File: config.mk
export PLATFORM = sky130hd
export DESIGN_NAME = link_serial_responder_flat
export DESIGN_NICKNAME = d
export VERILOG_FILES = /design/src/rtl/link_serial_responder.sv /design/src/rtl/link_serial_responder_if.sv /design/src/flat_wrapper.sv
export SDC_FILE = /design/constraint.sdc
export NUM_CORES = 1
export LEC_CHECK = 0
export ABC_CLOCK_PERIOD_IN_PS = 2200
export CELL_PAD_IN_SITES_DETAIL_PLACEMENT = 0
export CELL_PAD_IN_SITES_GLOBAL_PLACEMENT = 1
export CORE_UTILIZATION = 41
export DETAILED_ROUTE_END_ITERATION = 10
export GPL_ROUTABILITY_DRIVEN = 0
export HOLD_SLACK_MARGIN = 0.06
export PLACE_DENSITY_LB_ADDON = 0.1
export SLEW_MARGIN = 20
export SYNTH_ARGS = -nofsm -noshare
export SYNTH_HDL_FRONTEND = slang
export SYNTH_SLANG_ARGS = --single-unit
File: constraint.sdc
create_clock -name clk -period 2.2 [get_ports clk]
set_input_delay 0.33 -clock clk [delete_from_list [all_inputs] [get_ports clk]]
set_output_delay 0.33 -clock clk [all_outputs]
set_load 0.02 [all_outputs]
File: src/rtl/link_serial_responder.sv
// Externally clocked link-port serial responder: shifts a byte out on SO / in on SI per SCK period.
// Latency: SCK pin edge to detect 3 clk, SO update on the detect edge, last rise to rx_valid 1 clk.
// Backpressure: tx via one-entry holding register (tx_ready = empty); rx has none, unread bytes are overwritten.
// Ports: clk, reset (sync, high), enable; link_sck_in/link_si_in raw pins; link_so_out + direction
//        controls link_so_dir/link_sck_dir; core (tx/rx handshake interface); busy; abort pulse.
package pocket;
  typedef enum logic {DIR_IN = 1'b0, DIR_OUT = 1'b1} dir_e;
endpackage

module link_serial_responder #(
  parameter logic [7:0] IDLE_BYTE      = 8'hFF,
  parameter int         TIMEOUT_CYCLES = 65536
) (
  input  logic                     clk,
  input  logic                     reset,
  input  logic                     enable,
  input  logic                     link_sck_in,
  input  logic                     link_si_in,
  output logic                     link_so_out,
  output pocket::dir_e             link_so_dir,
  output pocket::dir_e             link_sck_dir,
  link_serial_responder_if.slave   core,
  output logic                     busy,
  output logic                     abort
);

  localparam int IW = (TIMEOUT_CYCLES > 2) ? $clog2(TIMEOUT_CYCLES) : 1;
  localparam logic [IW-1:0] IDLE_LAST = IW'(TIMEOUT_CYCLES - 1);

  logic          sck_s1, sck_s2, sck_s3;
  logic          si_s1, si_s2;
  logic          fall, rise;
  logic [7:0]    hold, sh, rx_data_q, load_byte;
  logic          hold_full, rx_valid_q, abort_q, so_q;
  logic [2:0]    bit_cnt;
  logic [IW-1:0] idle_cnt;
  logic          tx_accept;

  // SCK and SI go through identical two-stage synchronisers so SI is
  // sampled in the same cycle the rising SCK edge becomes visible.
  always_ff @(posedge clk) begin
    if (reset) begin
      sck_s1 <= 1'b1;
      sck_s2 <= 1'b1;
      sck_s3 <= 1'b1;
      si_s1  <= 1'b1;
      si_s2  <= 1'b1;
    end else begin
      sck_s1 <= link_sck_in;
      sck_s2 <= sck_s1;
      sck_s3 <= sck_s2;
      si_s1  <= link_si_in;
      si_s2  <= si_s1;
    end
  end

  assign fall      = sck_s3 & ~sck_s2;
  assign rise      = ~sck_s3 & sck_s2;
  assign load_byte = hold_full ? hold : IDLE_BYTE;
  assign tx_accept = core.tx_valid & ~hold_full;

  always_ff @(posedge clk) begin
    if (reset) begin
      hold       <= 8'h00;
      hold_full  <= 1'b0;
      sh         <= 8'h00;
      bit_cnt    <= 3'd0;
      idle_cnt   <= '0;
      so_q       <= 1'b1;
      rx_data_q  <= 8'h00;
      rx_valid_q <= 1'b0;
      abort_q    <= 1'b0;
    end else begin
      rx_valid_q <= 1'b0;
      abort_q    <= 1'b0;

      // Accept only into an empty register, so it never collides with the
      // byte-start load below (which only clears a full register).
      if (tx_accept) begin
        hold      <= core.tx_data;
        hold_full <= 1'b1;
      end

      if (!enable) begin
        bit_cnt  <= 3'd0;
        idle_cnt <= '0;
        so_q     <= 1'b0;
      end else begin
        if (fall) begin
          if (bit_cnt == 3'd0) begin
            sh   <= load_byte;
            so_q <= load_byte[7];
            if (hold_full) hold_full <= 1'b0;
          end else begin
            so_q <= sh[7];
          end
        end

        if (rise) begin
          sh      <= {sh[6:0], si_s2};
          bit_cnt <= bit_cnt + 3'd1;
          if (bit_cnt == 3'd7) begin
            rx_data_q  <= {sh[6:0], si_s2};
            rx_valid_q <= 1'b1;
          end
        end

        // Watchdog only runs mid-byte and only when no edge arrived, so its
        // bit_cnt/so writes never overlap the edge updates above.
        if (fall || rise || bit_cnt == 3'd0) begin
          idle_cnt <= '0;
        end else if (idle_cnt == IDLE_LAST) begin
          idle_cnt <= '0;
          bit_cnt  <= 3'd0;
          so_q     <= 1'b1;
          abort_q  <= 1'b1;
        end else begin
          idle_cnt <= idle_cnt + IW'(1);
        end
      end
    end
  end

  assign link_so_out   = so_q;
  assign link_so_dir   = (enable && !reset) ? pocket::DIR_OUT : pocket::DIR_IN;
  assign link_sck_dir  = pocket::DIR_IN;
  assign busy          = (bit_cnt != 3'd0);
  assign abort         = abort_q;
  assign core.tx_ready = ~hold_full;
  assign core.rx_data  = rx_data_q;
  assign core.rx_valid = rx_valid_q;

endmodule
File: src/rtl/link_serial_responder_if.sv
// Core-side transmit/receive handshake bundle for link_serial_responder.
// Latency: none, wires only. Backpressure: tx uses valid/ready; rx has none (pulse only).
// Signals: tx_data/tx_valid (core->responder), tx_ready, rx_data, rx_valid (responder->core).
interface link_serial_responder_if;
  logic [7:0] tx_data;
  logic       tx_valid;
  logic       tx_ready;
  logic [7:0] rx_data;
  logic       rx_valid;

  // master: core logic that supplies tx bytes and consumes rx bytes
  modport master (
    output tx_data, tx_valid,
    input  tx_ready, rx_data, rx_valid
  );

  // slave: the responder itself
  modport slave (
    input  tx_data, tx_valid,
    output tx_ready, rx_data, rx_valid
  );
endinterface

File: src/flat_wrapper.sv
// flat-port wrapper written by rule: the top's interface ports become plain ports
module link_serial_responder_flat 
#(
  parameter logic [7:0] IDLE_BYTE      = 8'hFF,
  parameter int         TIMEOUT_CYCLES = 65536
)
  (clk, reset, enable, link_sck_in, link_si_in, link_so_out, link_so_dir, link_sck_dir, busy, abort, core_tx_data, core_tx_valid, core_tx_ready, core_rx_data, core_rx_valid);
  link_serial_responder_if core_i ();
  input  logic clk;
  input  logic reset;
  input  logic enable;
  input  logic link_sck_in;
  input  logic link_si_in;
  output logic link_so_out;
  output pocket::dir_e link_so_dir;
  output pocket::dir_e link_sck_dir;
  output logic busy;
  output logic abort;
  input wire logic [$bits(core_i.tx_data)-1:0] core_tx_data;
  input wire logic [$bits(core_i.tx_valid)-1:0] core_tx_valid;
  output wire logic [$bits(core_i.tx_ready)-1:0] core_tx_ready;
  output wire logic [$bits(core_i.rx_data)-1:0] core_rx_data;
  output wire logic [$bits(core_i.rx_valid)-1:0] core_rx_valid;
  assign core_i.tx_data = core_tx_data;
  assign core_i.tx_valid = core_tx_valid;
  assign core_tx_ready = core_i.tx_ready;
  assign core_rx_data = core_i.rx_data;
  assign core_rx_valid = core_i.rx_valid;
  link_serial_responder #(.IDLE_BYTE(IDLE_BYTE), .TIMEOUT_CYCLES(TIMEOUT_CYCLES)) u_core (.clk(clk), .reset(reset), .enable(enable), .link_sck_in(link_sck_in), .link_si_in(link_si_in), .link_so_out(link_so_out), .link_so_dir(link_so_dir), .link_sck_dir(link_sck_dir), .core(core_i), .busy(busy), .abort(abort));
endmodule
Yosys cells after proc, flatten, opt, wreduce, memory -nomap -nowiden
Index checks and enable logic that the tools add are counted.

Register bits after elaboration: 52. Output and inout port bits: 15. Input port bits: 14. Word-level logic and storage cells: 60.

Mux-type cells: 20. Add/subtract/negate cells: 2. Reduce and logical (&&, ||, !) cells: 14. Eq/ne operators: 2. Bitwise gates (word level): 8.

Operator list (number): $mux W8 (4); $add A16 B1 Y16 const B (1); $eq A16 B16 Y1 const B (1); $mux W1 (13); $mux W3 (3); $reduce_and A3 Y1 (2); $reduce_or A3 Y1 (2); $not A1 Y1 (5); $reduce_bool A2 Y1 (2); $reduce_or A4 Y1 (1); $add A3 B1 Y3 const B (1); $and A1 B1 Y1 (3); $eq A3 B3 Y1 const B (1); $logic_not A3 Y1 (1); $reduce_bool A3 Y1 (1); $logic_or A1 B1 Y1 (2); $reduce_or A2 Y1 (1); $logic_and A1 B1 Y1 (1); $logic_not A1 Y1 (1).

Depth between registers and ports, before layout
Depth after elaboration: 7. Depth in mapped cells: 9. Mapped depth without buffers: 6.

Worst setup path before layout
Ideal clock, no wire load.

Kind: flip-flop to flip-flop. Start: reg u_core.idle_cnt[0]. End: reg u_core.idle_cnt[10]. Cell stages (with the launch flop): 8. Buffers on the path: 2. Required time: 2.085 ns. Data arrival time: 1.637 ns. Library setup time: 0.115 ns. Path slack: 0.449 ns. Clock period less this slack: 1.751 ns. Cell sequence: dfxtp_1 -> ha_1 -> nand4_2 -> or4_4 -> nand2b_1 -> buf_6 -> buf_6 -> nor2_1.

Word-level cells in the longest chain between the ends: 2. Elaborated cells between the ends (all ways): 3. Classes of those cells: add/sub: 1; eq/ne: 1; reduce/logical: 1.

Ends and longest elaborated chain: start: declaration (line link_serial_responder.sv:36) `logic [IW-1:0] idle_cnt;`; start signal: assignment (line link_serial_responder.sv:118) `idle_cnt <= idle_cnt + IW'(1);`; parallel branches: the longest is 2 deep, another holds $add A16 B1 Y16.

Several ways; the timed one is not identified. A chain may end at the register's enable or synchronous reset.

Worst setup path after layout
Start: in enable. End: out link_so_dir.

Word-level cells in the longest chain between the ends: 2.

Ends and longest elaborated chain: start: declaration (line flat_wrapper.sv:11) `input logic enable;`; $logic_and A1 B1 Y1 (line link_serial_responder.sv:125) `assign link_so_dir = (enable && !reset) ? pocket::DIR_OUT : pocket::DIR_IN;`; $mux W1 (line link_serial_responder.sv:125); end: declaration (line flat_wrapper.sv:15) `output pocket::dir_e link_so_dir;`.

No other way between the ends.

==> flow_metrics.env <==
export IMPL_ant_nets=0
export IMPL_period_minus_slack_ns=2.01
export IMPL_ys_ff_latch=52
export IMPL_seq_area_frac_synth=0.477
export IMPL_drcViolationCount=0
export IMPL_finalCritPeriodShare=0.913
export IMPL_die_area_um2=5620
export IMPL_drv_cap=0
export IMPL_htree_levels=2
export IMPL_via_per_inst=4.83
export IMPL_wire_per_inst_um=11.8
export IMPL_cp_data_arrival_time_ns=1.68
export IMPL_antenna_found_initial=0
export IMPL_hp_class="reg -> reg"
export IMPL_final_cell_area_um2=2630
export IMPL_ys_top_cells_by_count="52 x dfxtp_1, 47 x nor2_1, 25 x nand2_1"
export IMPL_syn_to_final_growth_pct=20.5
export IMPL_num_antenna_cells=0
export IMPL_cts_tree="done"
export IMPL_async_flop_share=0
export IMPL_initial_core_util=0.427
export IMPL_leakage_nw=0.994
export IMPL_yosys_area_share_adder=0.0344
export IMPL_clk_latency_ns=0.30
export IMPL_slew_headroom=0.624
export IMPL_cp_end_kind="output port"
export IMPL_yosys_warnings=0
export IMPL_setup_viol=0
export IMPL_cts_root_buf="clkbuf_8"
export IMPL_post_synth_top_count_cell="dfxtp_1"
export IMPL_syn_inst=245
export IMPL_yosysTopAreaCellShare=0.477
export IMPL_synth_top_family_by_area="simple AND/OR/NAND/NOR gates"
export IMPL_path_clk_slew_ns=0.09
export IMPL_synthTopCellsByArea="dfxtp_1 48%, mux2i_1 8.3%, nor2_1 8.1%, xnor2_1 4.8%, nand2_1 4.3%"
export IMPL_placed_cells=338
export IMPL_critPathRequiredTime_ns=1.87
export IMPL_fin_cells=345
export IMPL_grt_overflow=0
export IMPL_core_um2=5110
export IMPL_die_y_um=75.0
export IMPL_numCtsBuffers=5
export IMPL_final_max_slew_viol_count=0
export IMPL_synth_edff_count=0
export IMPL_ys_types=33
export IMPL_fp_row_count=26
export IMPL_portBuffers=27
export IMPL_drive_above_1_share=0.0836
export IMPL_netlist_area_um2=2180
export IMPL_cp_max_fo=2
export IMPL_synthFlopType="dfxtp_1"
export IMPL_rsz0062_at_grt="false"
export IMPL_outcome="complete, no violations"
export IMPL_vias=1665
export IMPL_cts_resized=0
export IMPL_synthXorXnorAreaFrac=0.0562
export IMPL_finalWirelength_um=4080
export IMPL_grt_pass1_wl_um=6710
export IMPL_grt_pass1_vias=1477
export IMPL_synth_nets=265
export IMPL_yosys_area_top_type="dfxtp_1"
export IMPL_power_density_nw_per_um2=643
export IMPL_synthSimpleGateAreaFrac=0.226
export IMPL_hpwl_um=2910
export IMPL_fmax_mhz=498
export IMPL_muxShareOfSynthArea=0.0826
export IMPL_syn_area_per_cell_um2=8.91
export IMPL_placed_cell_area_um2=2530
export IMPL_synth_compound_area_frac=0.0768
export IMPL_fillers=534
export IMPL_cts_buffer_depth=2
export IMPL_skew_ns=0.00302
export IMPL_cts_hold_buffers=0
export IMPL_cts_setup_buffers=0
export IMPL_drtIter0Drc=58
export IMPL_worstMarginPinSlew_ns=0.562
export IMPL_die_w_um=75.0
export IMPL_whs_ns=0.424
export IMPL_io_pins=29
export IMPL_grt_usage=0.159
export IMPL_cp_start_kind="input port"
export IMPL_hold_viol=0
export IMPL_critical_path_class="in -> out"
export IMPL_vdd_drop_max_mv=0.338
export IMPL_final_net_count=295
export IMPL_grt_start_max_net_pins=33
export IMPL_first_pass_iters=4
export IMPL_cts_sinks=52
export IMPL_finalSetupTns_ns=0
## flip-flops by register name (all words and copies together), names as in the netlist
register	count
u_core.abort	1
u_core.bit_cnt	3
u_core.core.rx_data	8
u_core.core.rx_valid	1
u_core.hold	8
u_core.hold_full	1
u_core.idle_cnt	16
u_core.link_so_out	1
u_core.sck_s1	1
u_core.sck_s2	1
u_core.sck_s3	1
u_core.sh	8
u_core.si_s1	1
u_core.si_s2	1
## power by group
part / internal [mW] / total, mW / switching, mW / leakage [nW]
clock network: 0.281 / 0.574 / 0.294 / 0.0503
logic: 0.0683 / 0.133 / 0.0642 / 0.521
registers: 0.964 / 0.982 / 0.0180 / 0.422
## cell type report
cell class | instances | area [um2] | area share
Inverter | 10 | 37.5 | 0.0143
Sequential cell | 52 | 1040 | 0.396
Clock buffer | 7 | 96.3 | 0.0366
Timing Repair Buffer | 34 | 323 | 0.123
Tap cell | 70 | 87.6 | 0.0333
Multi-Input combinational cell | 172 | 1040 | 0.397
## worst paths after layout
path / start / to / slack, ns / depth (start not counted)
setup / recovery: enable / link_so_dir / 0.19 / 3
hold / removal: u_core.si_s1$_SDFF_PP1_ / u_core.si_s2$_SDFF_PP1_ / 0.42 / 1
setup reg to reg: u_core.idle_cnt[0]$_SDFF_PP0_ / u_core.idle_cnt[11]$_SDFF_PP0_ / 0.39 / 6
hold reg to reg: u_core.si_s1$_SDFF_PP1_ / u_core.si_s2$_SDFF_PP1_ / 0.42 / 1
## cell families (layout without fill, tap and decap cells)
group | count (synthesis) | after routing
compound gates | 25 | 25
xor+xnor | 14 | 14
fa+ha+maj | 6 | 6
buf+inv | 21 | 51
flops | 52 | 52
mux | 18 | 18
other cells | 1 | 1
simple gates | 108 | 108
## critical path, cell delays in order
cell             delay (ns)
clkdlybuf4s50_1        0.47
nor2b_1                0.23
clkdlybuf4s50_1        0.64
## cell usage in the layout, fill, tap and decap left out, types with 4 or more instances in the layout
| cell type | netlist | final |
|---|---|---|
| dfxtp_1 | 52 | 52 |
| nor2_1 | 47 | 47 |
| clkdlybuf4s50_1 | 0 | 27 |
| nand2_1 | 25 | 25 |
| mux2i_1 | 18 | 18 |
| xnor2_1 | 12 | 12 |
| a21oi_1 | 11 | 11 |
| inv_1 | 9 | 9 |
| a2bb2oi_1 | 7 | 7 |
| clkbuf_8 | 0 | 7 |
| buf_4 | 1 | 7 |
| nand3_1 | 6 | 6 |
| ha_1 | 6 | 6 |
| or2_2 | 5 | 5 |
| nand4_1 | 5 | 5 |
| nor3_1 | 4 | 4 |
## routing by layer
metal,routed length (um),track usage
met5,0,0
met4,63,0.0566
met3,105,0.0402
met2,1900,0.263
met1,2010,0.200
## stage by stage
step	worst slack (ns)	power [mW]	utilization
after detailed placement	0.188	1.14	0.496
after global placement	0.177	1.14	0.496
final	0.191	1.69	0.515
after CTS	0.168	1.72	0.515
after global routing	0.146	1.77	0.515
after floorplan	0.449	1.08	-
Power figures use the tool's default switching activity.
==> edit: new RTL, config.mk and constraints unchanged <==
`TIMEOUT_CYCLES` is set to 65536 in 2 places; all go to 32768.
--- a/src/rtl/link_serial_responder.sv
+++ b/src/rtl/link_serial_responder.sv
@@ -11,3 +11,3 @@
   parameter logic [7:0] IDLE_BYTE      = 8'hFF,
-  parameter int         TIMEOUT_CYCLES = 65536
+  parameter int         TIMEOUT_CYCLES = 32768
 ) (
--- a/src/flat_wrapper.sv
+++ b/src/flat_wrapper.sv
@@ -4,3 +4,3 @@
   parameter logic [7:0] IDLE_BYTE      = 8'hFF,
-  parameter int         TIMEOUT_CYCLES = 65536
+  parameter int         TIMEOUT_CYCLES = 32768
 )
Formal check against the unedited RTL: same outputs for any inputs over 10 cycles, from zero or initial values and one cycle with reset high; that may be too few to reach the edited logic, so the function may still have changed.
==> edit against the unedited design <==
Die area down 2.9%. First-iteration DRC count up 5.2%. Synthesized area fell by 3.0%. Wire length is 1.3% lower. Sequential share of layout area decreased by 0.065 points. Cell area shrank 1.8%. Setup slack got worse by 0.0099 ns. Sequential cell count is 1 lower. Non-clock buffer count grew 1. Clock skew rose by 0.0029 ns. Total power decreased by 0.89%. Critical path type unchanged. Largest power group unchanged.
==> edit: results (changes against the unedited design) <==
* completed — run status, unchanged
* 380 µV — largest vdd supply drop, was 338 µV
* 270 — Synth Net Count, was 265
* u_core.idle_cnt[9]$_SDFF_PP0_ — endpoint of the most critical register-to-register path, was u_core.idle_cnt[11]$_SDFF_PP0_
* 0.181 ns — worst slack at placement, was 0.188 ns
* 5.38% — xor and xnor area share after synthesis, was 5.62%
* 9.28% — Synth Area in Compound Gates, was 7.68%
* 0.904 nW — leakage power, was 0.994 nW
* 30.8% — GR met2 Demand/Resource, was 26.3%
* dfxtp_1 48%, nand2_1 6.9%, nor2_1 6.9%, mux2i_1 4.7%, xnor2_1 4.6% — Area contributors post-synth, was dfxtp_1 48%, mux2i_1 8.3%, nor2_1 8.1%, xnor2_1 4.8%, nand2_1 4.3%
* 19.1% — global-route met1 utilization, was 20.0%
* 65.0% — worst slew margin relative to its limit, was 62.4%
* 0.412 ns — worst hold slack after final layout, was 0.424 ns
* 1573 — via count of the first global-routing pass, was 1477
* 34 — maximum number of pins on one net before global-route repair, was 33
* 3 — maximum fanout along the worst path, was 2
* 0.32 ns — register-to-register setup slack, was 0.39 ns
* 3.55% — adder and majority gate portion of the synthesized area, was 3.44%
* 3.84% — GR met3 Demand/Resource, was 4.02%
* 301 — number of nets in the finished design, was 295
* 61 — number of DRC violations after detailed-routing iteration 0, was 58
* 7.45% — share of post-route cells with drive strength above 1, was 8.36%
* 17.1% — Tot GR Track Use, was 15.9%
* 11.5 µm — post-detailed-route wirelength per cell, was 11.8 µm
* 2830 µm — HPWL reported at the end of detailed placement, was 2910 µm
* 48.2% — post-synthesis sequential area ratio, was 47.7%
* 51 x dfxtp_1, 39 x nand2_1, 39 x nor2_1 — cell types with the highest counts after synthesis, was 52 x dfxtp_1, 47 x nor2_1, 25 x nand2_1
==> edit: worst max-delay path: stages <==
cell and delay, ns:
clkdlybuf4s50_1 0.47, nor2b_1 0.24, clkdlybuf4s50_1 0.65
==> edit: cells by family after synthesis <==
logic type / Yosys count
other cells: 1
flops: 51
mux: 10
xor+xnor: 13
compound gates: 33
simple gates: 113
fa+ha+maj: 6
buf+inv: 23
==> edit: final cells by class <==
| cell class | instances | area [µm²] |
|---|---|---|
| fill | 467 | 2270 |
| sequential | 51 | 1020 |
| multi-input combinational | 176 | 1000 |
| timing repair buffer | 35 | 330 |
| clock buffer | 8 | 100 |
| tap | 67 | 83.8 |
| inverter | 12 | 45.0 |
==> edit: worst max-delay path by stage <==
stage / startpoint / endpoint / cells after the start
after global placement: enable / link_so_dir / 3
after floorplan: u_core.idle_cnt[0]$_SDFF_PP0_ / u_core.idle_cnt[10]$_SDFF_PP0_ / 6
after CTS: enable / link_so_dir / 3
after global routing: enable / link_so_dir / 3
after detailed placement: enable / link_so_dir / 3
final: enable / link_so_dir / 3
==> edit: where the power goes <==
part	total [W]	switching (W)	internal, W
clock network	0.000577	0.000290	0.000287
logic	0.000133	0.0000649	0.0000677
registers	0.000964	0.0000179	0.000946
total	0.00167	0.000373	0.00130
==> edit: layer usage <==
layer  part of all wire [%]  wire length [µm]
met3                    2.8               111
met5                      0                 0
met4                    1.6                64
met1                     46              1870
met2                     49              1980
==> edit: per-stage QoR <==
step / instances / area (µm²)
CTS: 349 / 2580
floorplan: 250 / 2120
global route: 349 / 2580
finish: 349 / 2580
detailed placement: 341 / 2480
global placement: 341 / 2480
